[config.mk]
export PLATFORM = sky130hd
export DESIGN_NAME = node_packetizer
export DESIGN_NICKNAME = d
export VERILOG_FILES = /design/src/rtl/node_packetizer.sv
export SDC_FILE = /design/constraint.sdc
export NUM_CORES = 1
export LEC_CHECK = 0
export BUFFER_PORTS_ARGS = -buffer_cell sky130_fd_sc_hd__clkbuf_2
export CAP_MARGIN = 40
export CORE_UTILIZATION = 36
export DETAILED_ROUTE_END_ITERATION = 7
export PLACE_DENSITY_LB_ADDON = 0.3
export RECOVER_POWER = 25
export SYNTH_ARGS = -nofsm -noshare
export SYNTH_HDL_FRONTEND = slang
export SYNTH_SLANG_ARGS = --single-unit
[constraint.sdc]
create_clock -name clk -period 3.2 [get_ports clk]
set_clock_uncertainty 0.05 [all_clocks]
set_input_delay 0.32 -clock clk [delete_from_list [all_inputs] [get_ports clk]]
set_output_delay 0.32 -clock clk [all_outputs]
set_load 0.05 [all_outputs]
[src/rtl/node_packetizer.sv]
// node_packetizer -- local-port NoC transmitter.
//
// Turns a packet descriptor (dest x/y, head payload, body length) plus a
// stream of body words into HEAD/BODY/TAIL (or a single HEADTAIL) flits for
// the router's local input port. One VC is chosen per packet by round robin
// among VCs that are allocatable and have credit. Per-VC credits gate every
// flit launch.
//
// Ports:
//   clk, rst             clock, asynchronous active-low reset
//   pkt_*_i / pkt_ready_o   descriptor valid/ready handshake and fields
//   body_*_i / body_ready_o body word valid/ready handshake and payload
//   vc_allocatable_i     per-VC "free for a new packet" from the router
//   credit_i             per-VC one-cycle credit return pulse
//   flit_o, valid_flit_o registered outgoing flit and its valid
//
// Optional build macro PACKETIZER_STATS_EN adds pkt_count_o / flit_count_o
// (16-bit wrapping counters of packets and flits launched).

package noc_params;
  localparam int VC_NUM            = 2;
  localparam int VC_SIZE           = 1;
  localparam int FLIT_DATA_SIZE    = 22;
  localparam int DEST_ADDR_SIZE_X  = 3;
  localparam int DEST_ADDR_SIZE_Y  = 3;
  localparam int HEAD_PAYLOAD_SIZE = 16;

  typedef enum logic [1:0] {
    HEAD     = 2'b00,
    BODY     = 2'b01,
    TAIL     = 2'b10,
    HEADTAIL = 2'b11
  } flit_label_t;

  typedef struct packed {
    logic [DEST_ADDR_SIZE_X-1:0]  x_dest;
    logic [DEST_ADDR_SIZE_Y-1:0]  y_dest;
    logic [HEAD_PAYLOAD_SIZE-1:0] head_pl;
  } head_data_t;

  typedef union packed {
    head_data_t                head_data;
    logic [FLIT_DATA_SIZE-1:0] bt_pl;
  } flit_data_t;

  typedef struct packed {
    flit_label_t        flit_label;
    logic [VC_SIZE-1:0] vc_id;
    flit_data_t         data;
  } flit_t;
endpackage

// Per-VC credit counter: starts full, saturates on an illegal over-return.
module node_packetizer_credit #(
  parameter int BUFFER_SIZE = 8,
  parameter int CW          = 4
) (
  input  logic          clk,
  input  logic          rst,
  input  logic          inc_i,
  input  logic          dec_i,
  output logic [CW-1:0] count_o
);
  logic [CW-1:0] cnt_q;

  always_ff @(posedge clk or negedge rst) begin
    if (!rst)                 cnt_q <= CW'(BUFFER_SIZE);
    else if (inc_i && !dec_i) begin
      if (cnt_q != CW'(BUFFER_SIZE)) cnt_q <= cnt_q + 1'b1;
    end
    else if (dec_i && !inc_i) cnt_q <= cnt_q - 1'b1;
  end

  // A credit returned while already full means the router freed a slot we
  // never used.
  credit_overflow_a: assert property (@(posedge clk) disable iff (!rst)
    !(inc_i && !dec_i && cnt_q == CW'(BUFFER_SIZE)));

  assign count_o = cnt_q;
endmodule

module node_packetizer #(
  parameter  int BUFFER_SIZE    = 8,
  parameter  int MAX_BODY_FLITS = 15,
  localparam int LEN_W          = $clog2(MAX_BODY_FLITS + 1)
) (
  input  logic                                     clk,
  input  logic                                     rst,
  input  logic                                     pkt_valid_i,
  output logic                                     pkt_ready_o,
  input  logic [noc_params::DEST_ADDR_SIZE_X-1:0]  pkt_x_dest_i,
  input  logic [noc_params::DEST_ADDR_SIZE_Y-1:0]  pkt_y_dest_i,
  input  logic [noc_params::HEAD_PAYLOAD_SIZE-1:0] pkt_head_pl_i,
  input  logic [LEN_W-1:0]                         pkt_body_len_i,
  input  logic                                     body_valid_i,
  output logic                                     body_ready_o,
  input  logic [noc_params::FLIT_DATA_SIZE-1:0]    body_data_i,
  input  logic [noc_params::VC_NUM-1:0]            vc_allocatable_i,
  input  logic [noc_params::VC_NUM-1:0]            credit_i,
  output noc_params::flit_t                        flit_o,
  output logic                                     valid_flit_o
`ifdef PACKETIZER_STATS_EN
  ,
  output logic [15:0]                              pkt_count_o,
  output logic [15:0]                              flit_count_o
`endif
);
  localparam int VC_NUM = noc_params::VC_NUM;
  localparam int VW     = noc_params::VC_SIZE;
  localparam int CW     = $clog2(BUFFER_SIZE + 1);

  typedef enum logic [1:0] {S_IDLE, S_HEAD, S_BODY} state_t;

  state_t                 state_q, state_d;
  noc_params::head_data_t hd_q, hd_d;
  logic [LEN_W-1:0]       len_q, len_d;
  logic [LEN_W-1:0]       rem_q, rem_d;
  logic [VW-1:0]          cur_vc_q, cur_vc_d;
  logic [VW-1:0]          rr_q, rr_d;
  noc_params::flit_t      flit_q, flit_d;
  logic                   vld_q, vld_d;

  logic [VC_NUM-1:0][CW-1:0] credit;
  logic [VC_NUM-1:0]         eligible, dec;
  logic [VW-1:0]             pick_vc;
  logic                      pick_found;
  logic                      cur_has_credit;
  logic                      launch, launch_last;

  // Per-VC credit counters
  for (genvar v = 0; v < VC_NUM; v++) begin : g_vc
    assign eligible[v] = vc_allocatable_i[v] && (credit[v] != '0);
    assign dec[v]      = launch && (cur_vc_q == VW'(v));
    node_packetizer_credit #(.BUFFER_SIZE(BUFFER_SIZE), .CW(CW)) u_cred (
      .clk     (clk),
      .rst     (rst),
      .inc_i   (credit_i[v]),
      .dec_i   (dec[v]),
      .count_o (credit[v])
    );
  end

  assign cur_has_credit = (credit[cur_vc_q] != '0);

  // Round robin: first eligible VC strictly after the last one granted.
  always_comb begin
    pick_vc    = rr_q;
    pick_found = 1'b0;
    for (int i = 1; i <= VC_NUM; i++) begin
      if (!pick_found && eligible[(int'(rr_q) + i) % VC_NUM]) begin
        pick_found = 1'b1;
        pick_vc    = VW'((int'(rr_q) + i) % VC_NUM);
      end
    end
  end

  always_comb begin
    state_d      = state_q;
    hd_d         = hd_q;
    len_d        = len_q;
    rem_d        = rem_q;
    cur_vc_d     = cur_vc_q;
    rr_d         = rr_q;
    flit_d       = flit_q;
    vld_d        = 1'b0;
    launch       = 1'b0;
    launch_last  = 1'b0;
    pkt_ready_o  = 1'b0;
    body_ready_o = 1'b0;
    case (state_q)
      S_IDLE: begin
        // Held low during reset so nothing is accepted before counters settle.
        pkt_ready_o = rst && (|eligible);
        if (pkt_valid_i && pkt_ready_o) begin
          hd_d     = '{x_dest: pkt_x_dest_i, y_dest: pkt_y_dest_i, head_pl: pkt_head_pl_i};
          len_d    = pkt_body_len_i;
          cur_vc_d = pick_vc;
          rr_d     = pick_vc;
          state_d  = S_HEAD;
        end
      end
      S_HEAD: begin
        if (cur_has_credit) begin
          launch                = 1'b1;
          launch_last           = (len_q == '0);
          vld_d                 = 1'b1;
          flit_d.flit_label     = (len_q == '0) ? noc_params::HEADTAIL : noc_params::HEAD;
          flit_d.vc_id          = cur_vc_q;
          flit_d.data.head_data = hd_q;
          rem_d                 = len_q;
          state_d               = (len_q == '0) ? S_IDLE : S_BODY;
        end
      end
      S_BODY: begin
        body_ready_o = cur_has_credit;
        if (body_valid_i && cur_has_credit) begin
          launch            = 1'b1;
          launch_last       = (rem_q == LEN_W'(1));
          vld_d             = 1'b1;
          flit_d.flit_label = (rem_q == LEN_W'(1)) ? noc_params::TAIL : noc_params::BODY;
          flit_d.vc_id      = cur_vc_q;
          flit_d.data.bt_pl = body_data_i;
          rem_d             = rem_q - 1'b1;
          if (rem_q == LEN_W'(1)) state_d = S_IDLE;
        end
      end
      default: state_d = S_IDLE;
    endcase
  end

  always_ff @(posedge clk or negedge rst) begin
    if (!rst) begin
      state_q  <= S_IDLE;
      hd_q     <= '0;
      len_q    <= '0;
      rem_q    <= '0;
      cur_vc_q <= '0;
      rr_q     <= VW'(VC_NUM - 1);
      flit_q   <= '0;
      vld_q    <= 1'b0;
    end else begin
      state_q  <= state_d;
      hd_q     <= hd_d;
      len_q    <= len_d;
      rem_q    <= rem_d;
      cur_vc_q <= cur_vc_d;
      rr_q     <= rr_d;
      flit_q   <= flit_d;
      vld_q    <= vld_d;
    end
  end

  assign flit_o       = flit_q;
  assign valid_flit_o = vld_q;

  // Only reachable when MAX_BODY_FLITS is not of the form 2^k-1.
  body_len_range_a: assert property (@(posedge clk) disable iff (!rst)
    (pkt_valid_i && pkt_ready_o) |-> (pkt_body_len_i <= LEN_W'(MAX_BODY_FLITS)));

`ifdef PACKETIZER_STATS_EN
  logic [15:0] pkt_cnt_q, flit_cnt_q;

  always_ff @(posedge clk or negedge rst) begin
    if (!rst) begin
      pkt_cnt_q  <= '0;
      flit_cnt_q <= '0;
    end else begin
      if (launch)      flit_cnt_q <= flit_cnt_q + 16'd1;
      if (launch_last) pkt_cnt_q  <= pkt_cnt_q + 16'd1;
    end
  end

  assign pkt_count_o  = pkt_cnt_q;
  assign flit_count_o = flit_cnt_q;
`endif
endmodule

==> run_results.csv <==
group,metric,value,unit
placement,dp.final_hpwl,5360,µm
global_route,grt_max_degree,42,
worst_setup_path,startpoint_type,"flip-flop",
power,p_per_area,1090,nW/µm²
worst_setup_path,required,3420,ps
clocking,clkTransAtPathRegs,80,ps
worst_setup_path,arrival,3040,ps
logic_synthesis,synth_edf_count,0,
status,status,"finished, violations left",
floorplanning,core.rowCount,35,
timing,slew_viol_final,30,
logic_synthesis,ys_seq_area_share,49.2,%
floorplanning,initial_core_util,37.4,%
layout,fill_cells,921,
timing,fmax,355,MHz
layout,final_nets,455,
clocking,post_cts_buffers,0,
clocking,cts_hold_buffers,0,
global_route,overflow,0,
layout,layout-drive-gt1-share,30.5,%
logic_synthesis,synthCells,303,
routing,dr.first_iter.drc_count,130,
timing,worst_pin_slew,1580,ps
worst_setup_path,max_stage_delay,410,ps
routing,first_pass_iters,4,
layout,syn_to_final_growth,21.0,%
power,p_leak,1.92,nW
logic_synthesis,yosysWarningCount,0,
floorplanning,die_x,100,µm
clocking,cts_resized,0,
timing,setup_violations,0,
layout,layout_common_cells,"clkbuf_2, dfrtp_1, o21ai_0",
floorplanning,dieHeight,100,µm
timing,hold_viol,0,
logic_synthesis,syn_nets,370,
global_route,grt_pass1_vias,2458,
global_route,antenna_found_initial,0,
min_path,hp-class,"input port to flip-flop",
routing,avgViaCountPerCell,4.83,
clocking,clock-sinks,68,
timing,period_minus_slack,2820,ps
power,irDropWorstVdd,548,µV
worst_setup_path,end_kind,"flip-flop",
timing,max_slew_margin,-5.00,%
routing,avgRoutedWirePerCell,13.7,µm
clocking,cts_tree,"yes",
logic_synthesis,ys.flop_type,"dfrtp_1",
routing,finalWirelength,7160,µm
logic_synthesis,netlist_area,3470,µm²
global_route,grt_pass1_wl,11800,µm
clocking,cts.htree.levels,3,
timing,finalSetupTns,0,ps
worst_setup_path,critPathSlowestCell,"o21ai_0",
layout,antenna_cells,0,
clocking,cts.path.max_buffers,2,
floorplanning,io_pins,84,
worst_setup_path,critical_path_class,"flip-flop to flip-flop",
worst_setup_path,crit_chain,"inv_1 -> ha_1 -> a21o_1 -> nand3b_1 -> o21ai_0 -> ha_1 -> a21oi_1 -> nand2_1 -> or3_1 -> a32oi_1 -> o21ai_0",
routing,antenna_left,0,
run,drv_cap,1,
placement,place.port_buffers,83,
global_route,track_usage,15.2,%
floorplanning,coreArea,9280,µm²
worst_setup_path,cp_max_fo,7,
logic_synthesis,async_reset_ff_share,100,%
clocking,numCtsBuffers,9,
layout,layout_commonest_cell,"clkbuf_2",
timing,fin_crit_sh,88.1,%
status,violations,"max-capacitance violations, max-slew violations",
routing,num_vias,2521,
placement,finalWeightedCongestion,0.840,
layout,postLayoutCoreUtil,45.2,%
timing,rsz0062_at_grt,"false",
logic_synthesis,yosysUniqueCellTypes,47,
floorplanning,die_area,10000,µm²
logic_synthesis,ys_ff_latch,68,
clocking,cts_root_buf,"clkbuf_8",
logic_synthesis,syn_avg_cell_area,11.5,µm²
clocking,clk_latency,340,ps
routing,drc,0,
## final cells by class
class | instances | area (µm²) | area share [%]
sequential | 68 | 1710 | 40.6
inverter | 7 | 26.3 | 0.626
tap | 129 | 161 | 3.85
multi-input combinational | 214 | 1630 | 38.9
clock inverter | 6 | 88.8 | 2.12
clock buffer | 10 | 128 | 3.04
timing repair buffer | 88 | 453 | 10.8
## Yosys cell counts, types with 2 or more instances
master	count	area, µm²
dfrtp_1	65	1630
o21ai_0	40	200
nand2_1	37	139
mux2_1	26	293
mux2i_1	26	260
ha_1	9	113
nor2_1	9	33.8
inv_1	7	26.3
nand3_1	7	35.0
a21oi_1	6	30.0
buf_6	5	56.3
buf_4	4	30.0
clkbuf_1	4	15.0
nor3_1	4	20.0
o211ai_1	4	30.0
and3_1	3	18.8
dfstp_2	3	78.8
mux2_2	3	33.8
nand2b_1	3	18.8
a21boi_0	2	15.0
a221oi_2	2	30.0
and2_1	2	12.5
fa_1	2	40.0
nor4_4	2	42.5
o21a_1	2	15.0
o31ai_1	2	15.0
or4_1	2	15.0
xnor2_1	2	17.5
xor2_1	2	17.5
## kinds of logic after synthesis
group	after synthesis	share of synthesized area, %
simple gates	79	12.2
flops	68	49.2
compound gates	64	11.9
mux	56	17.6
buf+inv	21	3.82
fa+ha+maj	11	4.40
xor+xnor	4	1.01
## path summary, 6_finish.rpt
kind | from | endpoint | slack [ps] | cells after the start
max in group asynchronous | rst | flit_o[3] | 820 | 3
max | state_q[1] | g_vc[0].u_cred.count_o[3] | 380 | 11
min reg2reg | flit_o[23] | flit_o[23] | 430 | 2
max reg2reg | state_q[1] | g_vc[0].u_cred.count_o[3] | 380 | 11
min | pkt_head_pl_i[14] | hd_q[14] | 140 | 2
min in group asynchronous | rst | g_vc[1].u_cred.count_o[1] | 530 | 2
## metal layers
layer | up-vias | GRT usage (%) | wire length (µm)
li1 | 1250 | - | -
met1 | 1200 | 19.5 | 3230
met2 | 58 | 25.2 | 3550
met3 | 13 | 3.48 | 252
met4 | 0 | 5.91 | 126
met5 | - | 0 | 0
## worst max-delay path: cells and delay by family, from the launching register on
kind	cells	cell delay (ps)
AOI/OAI and AO/OA	5	1030
DFF	1	390
and+or+nand+nor	3	600
adders and majority gates	2	570
buffers and inverters	1	100
## per-stage QoR
stage                     instances  total power [mW]  cell area (µm²)  worst slack (ps)  hold slack [ps]
after global routing            522              4.95             4200               100              126
final                           522              4.59             4200               380              139
after floorplan                 303              3.38             3470               584            -25.6
after global placement          504              3.77             3970               556              411
after detailed placement        506              3.86             4000               379              386
after CTS                       522              4.65             4220               378             4.25
## state kept, by name, indices dropped and copies added, names as in the netlist
register / cells
len_q: 4
cur_vc_q: 1
g_vc.u_cred.count_o: 8
rr_q: 1
state_q: 2
rem_q: 4
flit_o: 25
hd_q: 22
valid_flit_o: 1
## power breakdown
part | total (mW) | internal (mW) | switching, mW
clock | 0.771 | 0.439 | 0.332
sequential | 1.68 | 1.31 | 0.368
combinational | 2.14 | 0.764 | 1.37
(Power assumes the default switching activity.)
